## src/rtl/cdce62002_responder.sv

```systemverilog
`default_nettype none
// +--------------------------------------------------------------------------+
// | cdce62002_responder: SPI target for CDCE62002 programming frames with     |
// | 32-bit LSB-first decode and optional read-back (CDCE62002_RESPONDER_READBACK_EN). |
// | Rev 1.0                                                                  |
// +--------------------------------------------------------------------------+
module cdce62002_responder #(
  parameter logic [27:0] REG0_INIT = 28'h0000000,
  parameter logic [27:0] REG1_INIT = 28'h0000000
) (
  input  logic        sysclk,
  input  logic        reset_INV,
  input  logic        spi_clk,
  input  logic        spi_le,
  input  logic        spi_mosi,
  output logic        spi_miso,
  output logic [27:0] reg0,
  output logic [27:0] reg1,
  output logic        write_strobe,
  output logic [3:0]  write_addr,
  output logic        eeprom_strobe,
  output logic        frame_error,
  output logic [7:0]  frame_count
);

  localparam logic [5:0] C_FRAME_BITS = 6'd32;
  localparam logic [5:0] C_CNT_SAT    = 6'd33;

  typedef enum logic [1:0] {
    S_IDLE   = 2'd0,
    S_SHIFT  = 2'd1,
    S_COMMIT = 2'd2
  } state_t;

  logic [1:0]  r_clk_sync;
  logic [1:0]  r_le_sync;
  logic [1:0]  r_mosi_sync;
  logic        r_clk_hist;
  logic        r_le_hist;

  logic        w_clk_rise;
  logic        w_le_rise;
  logic        w_le_fall;
  logic        w_mosi;

  state_t      r_state;
  state_t      w_state_nxt;
  logic        w_start;
  logic        w_shift_en;
  logic        w_commit;
  logic        w_frame_ok;

  logic [31:0] r_shift;
  logic [5:0]  r_bit_cnt;
  logic [3:0]  w_addr;
  logic [27:0] w_data;

  logic [27:0] r_reg0;
  logic [27:0] r_reg1;
  logic        r_write_strobe;
  logic [3:0]  r_write_addr;
  logic        r_eeprom_strobe;
  logic        r_frame_error;
  logic [7:0]  r_frame_count;

  // Sync flops reset low so an spi_le held low through reset never looks like a falling edge.
  always_ff @(posedge sysclk) begin
    if (!reset_INV) begin
      r_clk_sync  <= 2'b00;
      r_le_sync   <= 2'b00;
      r_mosi_sync <= 2'b00;
      r_clk_hist  <= 1'b0;
      r_le_hist   <= 1'b0;
    end else begin
      r_clk_sync  <= {r_clk_sync[0], spi_clk};
      r_le_sync   <= {r_le_sync[0], spi_le};
      r_mosi_sync <= {r_mosi_sync[0], spi_mosi};
      r_clk_hist  <= r_clk_sync[1];
      r_le_hist   <= r_le_sync[1];
    end
  end

  assign w_clk_rise = r_clk_sync[1] & ~r_clk_hist;
  assign w_le_rise  = r_le_sync[1] & ~r_le_hist;
  assign w_le_fall  = ~r_le_sync[1] & r_le_hist;
  assign w_mosi     = r_mosi_sync[1];

  always_ff @(posedge sysclk) begin
    if (!reset_INV) begin
      r_state <= S_IDLE;
    end else begin
      r_state <= w_state_nxt;
    end
  end

  always_comb begin
    w_state_nxt = r_state;
    w_start     = 1'b0;
    w_shift_en  = 1'b0;
    w_commit    = 1'b0;
    case (r_state)
      S_IDLE: begin
        if (w_le_fall) begin
          w_start     = 1'b1;
          w_state_nxt = S_SHIFT;
        end
      end
      S_SHIFT: begin
        // A clock edge coincident with the latch edge still contributes its bit.
        w_shift_en = w_clk_rise;
        if (w_le_rise) begin
          w_state_nxt = S_COMMIT;
        end
      end
      S_COMMIT: begin
        w_commit    = 1'b1;
        w_state_nxt = S_IDLE;
      end
      default: begin
        w_state_nxt = S_IDLE;
      end
    endcase
  end

  always_ff @(posedge sysclk) begin
    if (!reset_INV) begin
      r_shift   <= 32'h0000_0000;
      r_bit_cnt <= 6'd0;
    end else if (w_start) begin
      r_shift   <= 32'h0000_0000;
      r_bit_cnt <= 6'd0;
    end else if (w_shift_en) begin
      r_shift <= {w_mosi, r_shift[31:1]};
      if (r_bit_cnt != C_CNT_SAT) begin
        r_bit_cnt <= r_bit_cnt + 6'd1;
      end
    end
  end

  assign w_frame_ok = w_commit & (r_bit_cnt == C_FRAME_BITS);
  assign w_addr     = r_shift[3:0];
  assign w_data     = r_shift[31:4];

  always_ff @(posedge sysclk) begin
    if (!reset_INV) begin
      r_reg0          <= REG0_INIT;
      r_reg1          <= REG1_INIT;
      r_write_strobe  <= 1'b0;
      r_write_addr    <= 4'h0;
      r_eeprom_strobe <= 1'b0;
      r_frame_error   <= 1'b0;
      r_frame_count   <= 8'd0;
    end else begin
      r_write_strobe  <= 1'b0;
      r_eeprom_strobe <= 1'b0;
      if (w_commit && !w_frame_ok) begin
        r_frame_error <= 1'b1;
      end
      if (w_frame_ok) begin
        r_write_addr  <= w_addr;
        r_frame_count <= r_frame_count + 8'd1;
        case (w_addr)
          4'h0: begin
            r_reg0         <= w_data;
            r_write_strobe <= 1'b1;
          end
          4'h1: begin
            r_reg1         <= w_data;
            r_write_strobe <= 1'b1;
          end
          4'hF: begin
            r_eeprom_strobe <= 1'b1;
          end
          default: begin
          end
        endcase
      end
    end
  end

  assign reg0          = r_reg0;
  assign reg1          = r_reg1;
  assign write_strobe  = r_write_strobe;
  assign write_addr    = r_write_addr;
  assign eeprom_strobe = r_eeprom_strobe;
  assign frame_error   = r_frame_error;
  assign frame_count   = r_frame_count;

`ifdef CDCE62002_RESPONDER_READBACK_EN
  // Shadows are only observable through read-back, so they exist only in this build.
  logic [27:0] r_shadow0;
  logic [27:0] r_shadow1;
  logic        r_rb_armed;
  logic [1:0]  r_rb_sel;
  logic [31:0] r_tx;
  logic        r_miso;
  logic [27:0] w_rb_field;
  logic [31:0] w_rb_word;
  logic        w_clk_fall;

  assign w_clk_fall = ~r_clk_sync[1] & r_clk_hist;

  always_comb begin
    w_rb_field = r_reg0;
    case (r_rb_sel)
      2'd0:    w_rb_field = r_reg0;
      2'd1:    w_rb_field = r_reg1;
      2'd2:    w_rb_field = r_shadow0;
      default: w_rb_field = r_shadow1;
    endcase
  end

  assign w_rb_word = {w_rb_field, 4'h0};

  always_ff @(posedge sysclk) begin
    if (!reset_INV) begin
      r_shadow0  <= REG0_INIT;
      r_shadow1  <= REG1_INIT;
      r_rb_armed <= 1'b0;
      r_rb_sel   <= 2'd0;
      r_tx       <= 32'h0000_0000;
      r_miso     <= 1'b0;
    end else begin
      if (w_frame_ok && (w_addr == 4'hF)) begin
        r_shadow0 <= r_reg0;
        r_shadow1 <= r_reg1;
      end
      if (w_start && r_rb_armed) begin
        r_tx   <= w_rb_word;
        r_miso <= w_rb_word[0];
      end else if ((r_state == S_SHIFT) && w_clk_fall && r_rb_armed) begin
        r_tx   <= {1'b0, r_tx[31:1]};
        r_miso <= r_tx[1];
      end
      // Disarm on any commit; a new addr-E frame in the read-back frame re-arms.
      if (w_commit) begin
        r_rb_armed <= 1'b0;
        r_miso     <= 1'b0;
        if (w_frame_ok && (w_addr == 4'hE)) begin
          r_rb_armed <= 1'b1;
          r_rb_sel   <= w_data[1:0];
        end
      end
    end
  end

  assign spi_miso = r_miso;
`else
  assign spi_miso = 1'b0;
`endif

endmodule
`default_nettype wire

```

## config.mk

```make
export PLATFORM = sky130hd
export DESIGN_NAME = cdce62002_responder
export DESIGN_NICKNAME = d
export VERILOG_FILES = /design/src/rtl/cdce62002_responder.sv
export SDC_FILE = /design/constraint.sdc
export NUM_CORES = 1
export LEC_CHECK = 0
export CELL_PAD_IN_SITES_DETAIL_PLACEMENT = 0
export CELL_PAD_IN_SITES_GLOBAL_PLACEMENT = 1
export CORE_ASPECT_RATIO = 0.7
export CORE_MARGIN = 4
export CORE_UTILIZATION = 30
export CTS_CLUSTER_DIAMETER = 30
export DETAILED_ROUTE_END_ITERATION = 10
export GPL_ROUTABILITY_DRIVEN = 0
export PLACE_DENSITY = 0.66
export SLEW_MARGIN = 10
export SYNTH_ARGS = -nofsm -noshare
export SYNTH_HDL_FRONTEND = slang
export SYNTH_SLANG_ARGS = --single-unit
export TNS_END_PERCENT = 100
```

## constraint.sdc

```tcl
create_clock -name sysclk -period 4.5 [get_ports sysclk]
set_input_delay 0.675 -clock sysclk [delete_from_list [all_inputs] [get_ports sysclk]]
set_output_delay 0.675 -clock sysclk [all_outputs]
set_load 0.005 [all_outputs]
```

==> flow_summary.toml <==
[synth]
synth-xor-area-share = 0
syn_inst = 501
synth_top_family_by_area = "simple AND/OR/NAND/NOR gates"
async_flop_share = 0
ys_warn_count = 0
yosys.area_share.simple = 0.210
syn_area_um2 = 4550
synth_nets = 510
ys_types = 37
synth_seq_cells = 119
synth_fa_ha_area_frac = 0.0132
synth_compound_gate_area_share = 0.0701
syn_avg_cell_area_um2 = 9.09
yosysSeqAreaShare = 0.523
synth_edf_count = 0
synthFlopType = "dfxtp_1"
muxShareOfSynthArea = 0.136

[clocking]
clk_latency_ps = 400
cts.sinks = 119
clk_path_buf_depth = 2
post_cts_buffers = 0
cts_htree_levels = 4
hold_buffers = 0
root_buffer = "clkbuf_16"
post_cts_resize_count = 0
clk_pin_slew_ps = 50
cts_made_buffers = 17
tritoncts = "done"

[final_layout]
layout-drive-gt1-share = 0.0693
antenna_cells = 0
layout_commonest_cell = "nand2_1"
layout_common_cells = "156 x nand2_1, 119 x dfxtp_1, 74 x clkdlybuf4s50_1, 62 x mux2i_1, 46 x a21oi_1"
final_cell_area_um2 = 6060
syn2layout_area_growth_pct = 33.0
nNetsFinal = 573

[outcome]
status = "finished, final reports clean"

[sta]
clock.fmax_mhz = 413
setup_viol = 0
slew_viol_final = 0
fin_crit_sh = 0.538
rsz0062_at_grt = "false"
finalHoldViolations = 0
skew_ps = 10.4
worst_slew_pin_slew_ps = 1040
whs_ps = 431
min_period_ps = 2420
maxSlewHeadroom = 0.305
setup_slack_ps = 2080
tns_ps = 0

[setup_path]
path_cells = "nand4bb_2 -> or4_1 -> a21oi_1"
crit_family = "simple AND/OR/NAND/NOR gates"
cp-start-kind = "flop"
criticalPathCategory = "flop to flop"
end_kind = "flop"
crit_required_ps = 4820
slowest_delay_ps = 950
arrival_ps = 2740
crit_slowest_cell = "nand4bb_2"
critPathBufInv = 0
worstPathMaxFanout = 39

[place]
place_area_um2 = 5420
place.detailed.hpwl_um = 6530
io_buffer_count = 75
place_ws_ps = 2060

[min_path]
hold_class = "flop to flop"

[die]
io_pins = 77
dieHeight_um = 111
placementRows = 37
core_region_area_um2 = 14800
die_x_um = 155
start_util = 0.308
dieArea_um2 = 17200

[power_and_ir_drop]
seqPwrFrac = 0.417
swShare = 0.193
power_density_nw_per_um2 = 419
combPwrFrac = 0.013
p_switching_mw = 0.491
p_total_mw = 2.54
intPower_mw = 2.05
peakVddDrop_uv = 249
clockPowerShare = 0.569
p_leak_nw = 2.17

[global_routing]
grt_pass1_vias = 3426
antenna_found_initial = 0
grtUsageMet3 = 0.0371
grt_overflow_total = 0
grt_pass1_wl_um = 17300
grt_max_degree = 73
grt-busiest-layer = "met1"
grtUsageMet1 = 0.178
grt_use_met2 = 0.170
grt_usage = 0.123

[routing]
routed_wl_um = 10100
wl_per_cell_um = 13.1
drtIter0Drc = 152
drc = 0
ant_nets = 0
drtPass1Iterations = 4
avgViaCountPerCell = 4.55
vias = 3511

[job]
drv_cap = 0
==> routing by layer <==
layer / vias up / wire length (um)
met5: - / 0
met2: 76 / 4230
met3: 12 / 507
met4: 0 / 120
met1: 1610 / 5290
li1: 1813 / -
==> per-stage QoR <==
| stage | util | cells |
|---|---|---|
| final | 0.410 | 772 |
| after global routing | 0.410 | 772 |
| after CTS | 0.410 | 772 |
| after detailed placement | 0.367 | 740 |
| after global placement | 0.367 | 740 |
| after floorplan | - | 501 |
==> state kept, by name, summed over array words and instances, names as in the netlist <==
name / count
r_mosi_sync: 2
reg0: 28
write_strobe: 1
frame_error: 1
r_clk_hist: 1
r_le_hist: 1
frame_count: 8
r_state: 2
write_addr: 4
reg1: 28
r_bit_cnt: 6
r_shift: 32
r_le_sync: 2
eeprom_strobe: 1
r_clk_sync: 2
==> path summary, 6_finish.rpt <==
check | from | endpoint | slack (ps) | cells past startpoint
worst max-delay path | r_state[1] | r_bit_cnt[5] | 2080 | 3
worst min-delay path | r_clk_sync[0] | r_clk_sync[1] | 430 | 1
worst max register to register | r_state[1] | r_bit_cnt[5] | 2080 | 3
worst min register to register | r_clk_sync[0] | r_clk_sync[1] | 430 | 1
==> cells in the mapped netlist (all sizes together) (2+ instances only) <==
| cell | count | area, um^2 |
|---|---|---|
| nor4b | 3 | 41.3 |
| clkbuf | 28 | 105 |
| buf | 9 | 83.8 |
| o21ai | 8 | 40.0 |
| nor3 | 2 | 10.0 |
| nand4 | 4 | 25.0 |
| dfxtp | 119 | 2380 |
| or3 | 2 | 12.5 |
| mux2i | 62 | 621 |
| nor2 | 2 | 7.51 |
| o31ai | 4 | 30.0 |
| nand2 | 156 | 586 |
| or4b | 2 | 20.0 |
| nand3 | 15 | 75.1 |
| nand2b | 4 | 25.0 |
| nand3b | 2 | 15.0 |
| nor4 | 3 | 18.8 |
| and2 | 7 | 43.8 |
| ha | 4 | 50.1 |
| inv | 6 | 22.5 |
| or4 | 4 | 30.0 |
| a21oi | 46 | 230 |
==> area by class of cell <==
class                           instances  area (um^2)
Fill cell                            1439         8710
Sequential cell                       119         2380
Multi-Input combinational cell        339         1980
Timing Repair Buffer                   81          793
Clock buffer                           24          492
Tap cell                              195          244
Clock inverter                          8          143
Inverter                                6         22.5
==> power groups by stage <==
stage	sequential [mW]	clock, mW	combinational (mW)
CTS	1.06	1.48	0.0351
global route	1.06	1.53	0.0393
floorplan	1.08	0	0.0255
global placement	1.08	0	0.0346
detailed placement	1.08	0	0.0350
finish	1.06	1.45	0.0342
==> cells by family after synthesis <==
logic type / count (synthesis)
buffers and inverters: 43
adders and majority gates: 5
DFF: 119
muxes: 62
and+or+nand+nor: 211
AOI/OAI and AO/OA: 60
other: 1
Note: power is estimated with default switching activity, not from simulation.
==> patch 1, RTL diff (same settings) <==
Encoding of `state_t`: now one-hot (3 bits for 3 states).
--- a/src/rtl/cdce62002_responder.sv
+++ b/src/rtl/cdce62002_responder.sv
@@ -28,6 +28,6 @@
 
-  typedef enum logic [1:0] {
-    S_IDLE   = 2'd0,
-    S_SHIFT  = 2'd1,
-    S_COMMIT = 2'd2
+  typedef enum logic [2:0] {
+    S_IDLE   = 3'b001,
+    S_SHIFT  = 3'b010,
+    S_COMMIT = 3'b100
   } state_t;
Formal check against the unedited RTL: no difference found for any inputs over 10 cycles, from zero or initial values and one cycle with reset_INV low; not proved beyond that.
==> patch 1 against the unedited design <==
Area after synthesis shrank 5.4%. Worst setup slack gained 350 ps. Cell area shrank 5.6%. Sequential cell count grew 1. Final cell count shrank 0.78%. Routed wire length shrank 0.94%. Clock power shrank 14%. Power shrank 7.8%. Count of clock-buffer cells in the layout shrank 2. Worst hold slack lost 2.2 ps. Critical path depth shrank 2. Largest power group unchanged. Highest routed layer unchanged.
==> patch 1: results (changes against the unedited design) <==
stage,metric,value,unit,change
outcome,status,"finished, final reports clean",,
cells_and_area,fin nets,573,,unchanged
timing,endpoints failing hold,0,,unchanged
synth,most frequent cells after synthesis,"dfxtp_1 (120), nand2_1 (108), o21ai_0 (63)",,
synth,register area share after synthesis,55.8,%,+3.4 points
hold_path,HP Class,reg -> reg,,
hold_path,Hold Path Sink,r_clk_sync[1],,
timing,max_slew headroom,27.1,%,-3.3 points
global_routing,largest net degree at the start of global routing,61,,-16%
global_routing,initial antenna violation count,0,,unchanged
clock_network,worst skew pair latency,410,ps,
critical_path,worst r2r src,r_state[2],,
cells_and_area,fillers,1367,,-5.0%
hold_path,hold path depth,1,,unchanged
route,drt wl/cell,13.1,um,-0.16%
timing,Final setup viols,0,,unchanged
synth,Synth async-reset ratio,0,%,unchanged
synth,post-synth cell types,36,,-2.7%
global_routing,vias in the first global route,3435,,+0.26%
synth,net count after synthesis,514,,+0.78%
route,Via density,4.69,,+3.1%
route,initial DRC count,192,,+26%
placement,instance area after placement,0.00517,mm2,-4.7%
critical_path,flop2flop setup slack,2470,ps,+390 ps
clock_network,htree depth,4,,unchanged
power,maximum vdd drop,259,uV,+4.2%
synth,Area contributors post-synth,"dfxtp_1 (56%), nand2_1 (9.4%), o21ai_0 (7.3%)",,
synth,ys flop type,dfxtp_1,,
power,LEAKAGE,1.84,nW,-15%
critical_path,"CP delay by family, top",buffers and inverters,,
placement,port buffer count,75,,unchanged
clock_network,CTS Buf Count,17,,unchanged
clock_network,postcts setup bufs,0,,unchanged
critical_path,worst endpoint data arrival time,1400,ps,-1340 ps
placement,worst slack at placement,1990,ps,-62.2 ps
cells_and_area,max reg flops,32,,unchanged
timing,Fin Hold WS,429,ps,-2.25 ps
placement,HPWL Detailed,6560,um,+0.39%
clock_network,clock tree buffer depth,2,,unchanged
critical_path,r2r endpoint,r_shift[9],,
clock_network,Clock Tree Root,clkbuf_16,,
critical_path,Reg2Reg Depth,4,,+1
critical_path,CP max stage delay,550,ps,-400 ps
critical_path,CP Max Fanout,6,,-85%
cells_and_area,layout cells sized above 1,6.77,%,-0.16 points
critical_path,Critical-path top delay cell,clkdlybuf4s50_1,,
global_routing,first-pass GRT wire length,16600,um,-3.8%
power,Cell Int Power,1.87,mW,-9.0%
synth,Ys Warns,0,,unchanged
global_routing,GRT Util Overall,12.9,%,+0.63 points
clock_network,post-CTS sizing,0,,unchanged
timing,clock skew,12.1,ps,+1.77 ps
[patch 1: changes by cell type in the layout (fill, tap and decap cells not counted), moves of 4 or more]
cell | unedited run | this run
mux2i_1 | 62 | 1
or4_1 | 4 | 0
a21oi_1 | 46 | 42
o31ai_1 | 4 | 0
nand3_1 | 15 | 61
nor2_1 | 2 | 9
o21ai_0 | 1 | 62
xnor2_1 | 0 | 5
o21ai_1 | 7 | 0
nand2_1 | 156 | 108
[patch 1: kinds of logic (layout without fill, tap and decap cells)]
logic type / after synthesis / count (layout) / share of synthesized area (%)
AND/OR/NAND/NOR: 219 / 219 / 24.0
other: 1 / 1 / 0.0870
multiplexers: 1 / 1 / 0.232
buffers and inverters: 43 / 114 / 4.24
flip-flops: 120 / 120 / 55.8
adder cells (fa/ha/maj): 4 / 4 / 1.16
XOR/XNOR: 7 / 7 / 1.42
AO/OA/AOI/OAI: 110 / 110 / 13.1
[patch 1: layer usage]
| layer | routed length (um) | up-vias | track usage [%] |
|---|---|---|---|
| met4 | 152 | 0 | 6.47 |
| met1 | 5200 | 1675 | 17.6 |
| li1 | - | 1833 | - |
| met5 | 0 | - | 0 |
| met2 | 4260 | 73 | 18.7 |
| met3 | 434 | 12 | 3.64 |
[patch 1: per-stage QoR]
step,total power [mW],cells
2_1_floorplan,1.11,505
3_3_place_gp,1.12,735
3_5_place_dp,1.12,735
4_1_cts,2.37,766
5_1_grt,2.43,766
6_report,2.34,766
[patch 1: layout make-up]
cell class                 count  area [um2]  area share, %
clock buffer                  22         474           8.30
clock inverter                 9        75.1           1.31
inverter                       4        15.0          0.263
multi-input combinational    342        1740           30.4
sequential                   120        2400           42.0
tap                          190         238           4.16
timing repair buffer          79         776           13.6
[patch 1: how the worst max path moves through the flow]
stage	start	to	slack, ps
3_5_place_dp	reset_INV	r_state[1]	1990
6_report	frame_count[0]	frame_count[0]	2430
4_1_cts	frame_count[0]	frame_count[0]	2400
2_1_floorplan	r_bit_cnt[0]	reg0[22]	2800
5_1_grt	r_state[2]	r_shift[12]	2160
3_3_place_gp	reset_INV	r_state[1]	2050
[patch 1: power by group through the flow]
stage	logic, mW	registers (mW)	clock network, mW
2_1_floorplan	0.0230	1.09	0
3_3_place_gp	0.0301	1.09	0
3_5_place_dp	0.0307	1.09	0
4_1_cts	0.0308	1.07	1.28
5_1_grt	0.0341	1.07	1.32
6_report	0.0301	1.07	1.24
==> patch 2, RTL diff (same settings) <==
Without the edit above. Add a define of `CDCE62002_RESPONDER_READBACK_EN`.
--- a/src/rtl/cdce62002_responder.sv
+++ b/src/rtl/cdce62002_responder.sv
@@ -6,2 +6,4 @@
 // +--------------------------------------------------------------------------+
+`define CDCE62002_RESPONDER_READBACK_EN
+
 module cdce62002_responder #(
Check against the original RTL: same outputs for any inputs over 10 cycles, from zero or initial values and one cycle with reset_INV low; that may be too few to reach the edited logic, so the function may still have changed.
==> patch 2 against the unedited design <==
Area after synthesis rose by 83%. Critical path depth rose by 1. Cell area rose by 80%. Final cell count rose by 84%. Critical path type unchanged. Sequential cell count rose by 91. Largest power group unchanged. Worst setup slack improved by 21 ps. Power rose by 110%. Routed wire length rose by 120%.
==> patch 2: results (changes against the unedited design) <==
stage,metric,value,unit,change
outcome,status,"finished, final reports clean",,
hold_path,Hold Path Sink,r_le_sync[1],,
power,maximum vdd drop,211,uV,-15%
route,Met2 Wirelength,9300,um,+120%
placement,HPWL Detailed,13100,um,+100%
route,Pre-Repair DR Iteration Count,5,,+1
route,initial DRC count,512,,+240%
clock_network,htree depth,2,,-2
route,met3 WL,1090,um,+110%
power,NetSw,1.10,mW,+120%
global_routing,GRT Util Overall,14.1,%,+1.8 points
cells_and_area,largest registers,"r_shift: 32 flops, r_tx: 31 flops",,
timing,minimum clock period,2400,ps,-20.8 ps
global_routing,met3 usage,3.27,%,-0.44 points
power,seq pwr,1.87,mW,+76%
cells_and_area,fin nets,1029,,+80%
synth,post-synthesis compound-gate area fraction,14.0,%,+7.0 points
critical_path,Critical-path top delay cell,nor2b_1,,
critical_path,CP Max Fanout,28,,-28%
global_routing,first-pass GRT wire length,35800,um,+110%
clock_network,CTS Buf Count,43,,+26
clock_network,clock tree buffer depth,3,,+1
synth,most frequent cells after synthesis,"nand2_1 (231), dfxtp_1 (210), nand3_1 (118)",,
cells_and_area,layout cells sized above 1,12.0,%,+5.0 points
synth,Mean Syn Cell Area,8.59,um2,-5.5%
critical_path,r2r endpoint,reg0[4],,
critical_path,CP max stage delay,560,ps,-390 ps
critical_path,worst endpoint data arrival time,2830,ps,+90 ps
global_routing,met1 usage,20.5,%,+2.7 points
global_routing,largest net degree at the start of global routing,174,,+140%
critical_path,Reg2Reg Depth,4,,+1
route,drt wl/cell,15.6,um,+19%
route,Via density,4.90,,+7.8%
placement,instance area after placement,0.00935,mm2,+72%
global_routing,vias in the first global route,6583,,+92%
synth,register area share after synthesis,50.5,%,-1.8 points
timing,Least-Margin Pin Slew,1060,ps,+20.2 ps
critical_path,"CP delay by family, top",simple AND/OR/NAND/NOR gates,,
hold_path,hold_sp,r_le_sync[0],,
power,LEAKAGE,3.47,nW,+60%
synth,post-synth cell types,38,,+2.7%
synth,mux share of post-synthesis cell area,8.05,%,-5.6 points
synth,Synth Area in XOR/XNOR,0.631,%,+0.63 points
placement,worst slack at placement,2100,ps,+39.9 ps
synth,Area contributors post-synth,"dfxtp_1 (50%), nand2_1 (10%), mux4_2 (7.6%)",,
placement,port buffer count,76,,+1.3%
global_routing,met2 Use GR,20.8,%,+3.7 points
synth,net count after synthesis,979,,+92%
power,Pwr per Cell Area,484,mW/mm2,+15%
placement,# placed instances,1339,,+81%
cells_and_area,Layout Cells excl Fill,1418,,+84%
timing,Fin Hold WS,430,ps,-1.06 ps
[patch 2: cell types whose count changed after synthesis, sizes merged, moves of 11 or more]
cell    unedited run  this run
nand3             15       119
nand2            156       231
o21ai              8       143
dfxtp            119       210
buf                9        32
a31oi              0        27
mux4               0        28
mux2i             62         4
nor2               2        13
clkbuf            28        53
[patch 2: cell type report]
class | instances | area [um2]
Tap cell | 364 | 455
Sequential cell | 210 | 4210
Timing Repair Buffer | 90 | 880
Multi-Input combinational cell | 671 | 3800
Clock inverter | 30 | 393
Clock buffer | 49 | 1150
Fill cell | 2754 | 16100
Inverter | 4 | 15.0
[patch 2: worst max-delay path by stage]
stage / from / endpoint / cells past startpoint
3_3_place_gp: r_state[1] / reg0[10] / 4
4_1_cts: r_state[1] / reg0[3] / 4
6_report: r_state[1] / reg0[4] / 4
2_1_floorplan: r_rb_sel[0] / r_tx[16] / 5
3_5_place_dp: r_state[1] / reg0[3] / 4
5_1_grt: r_state[1] / reg0[8] / 4
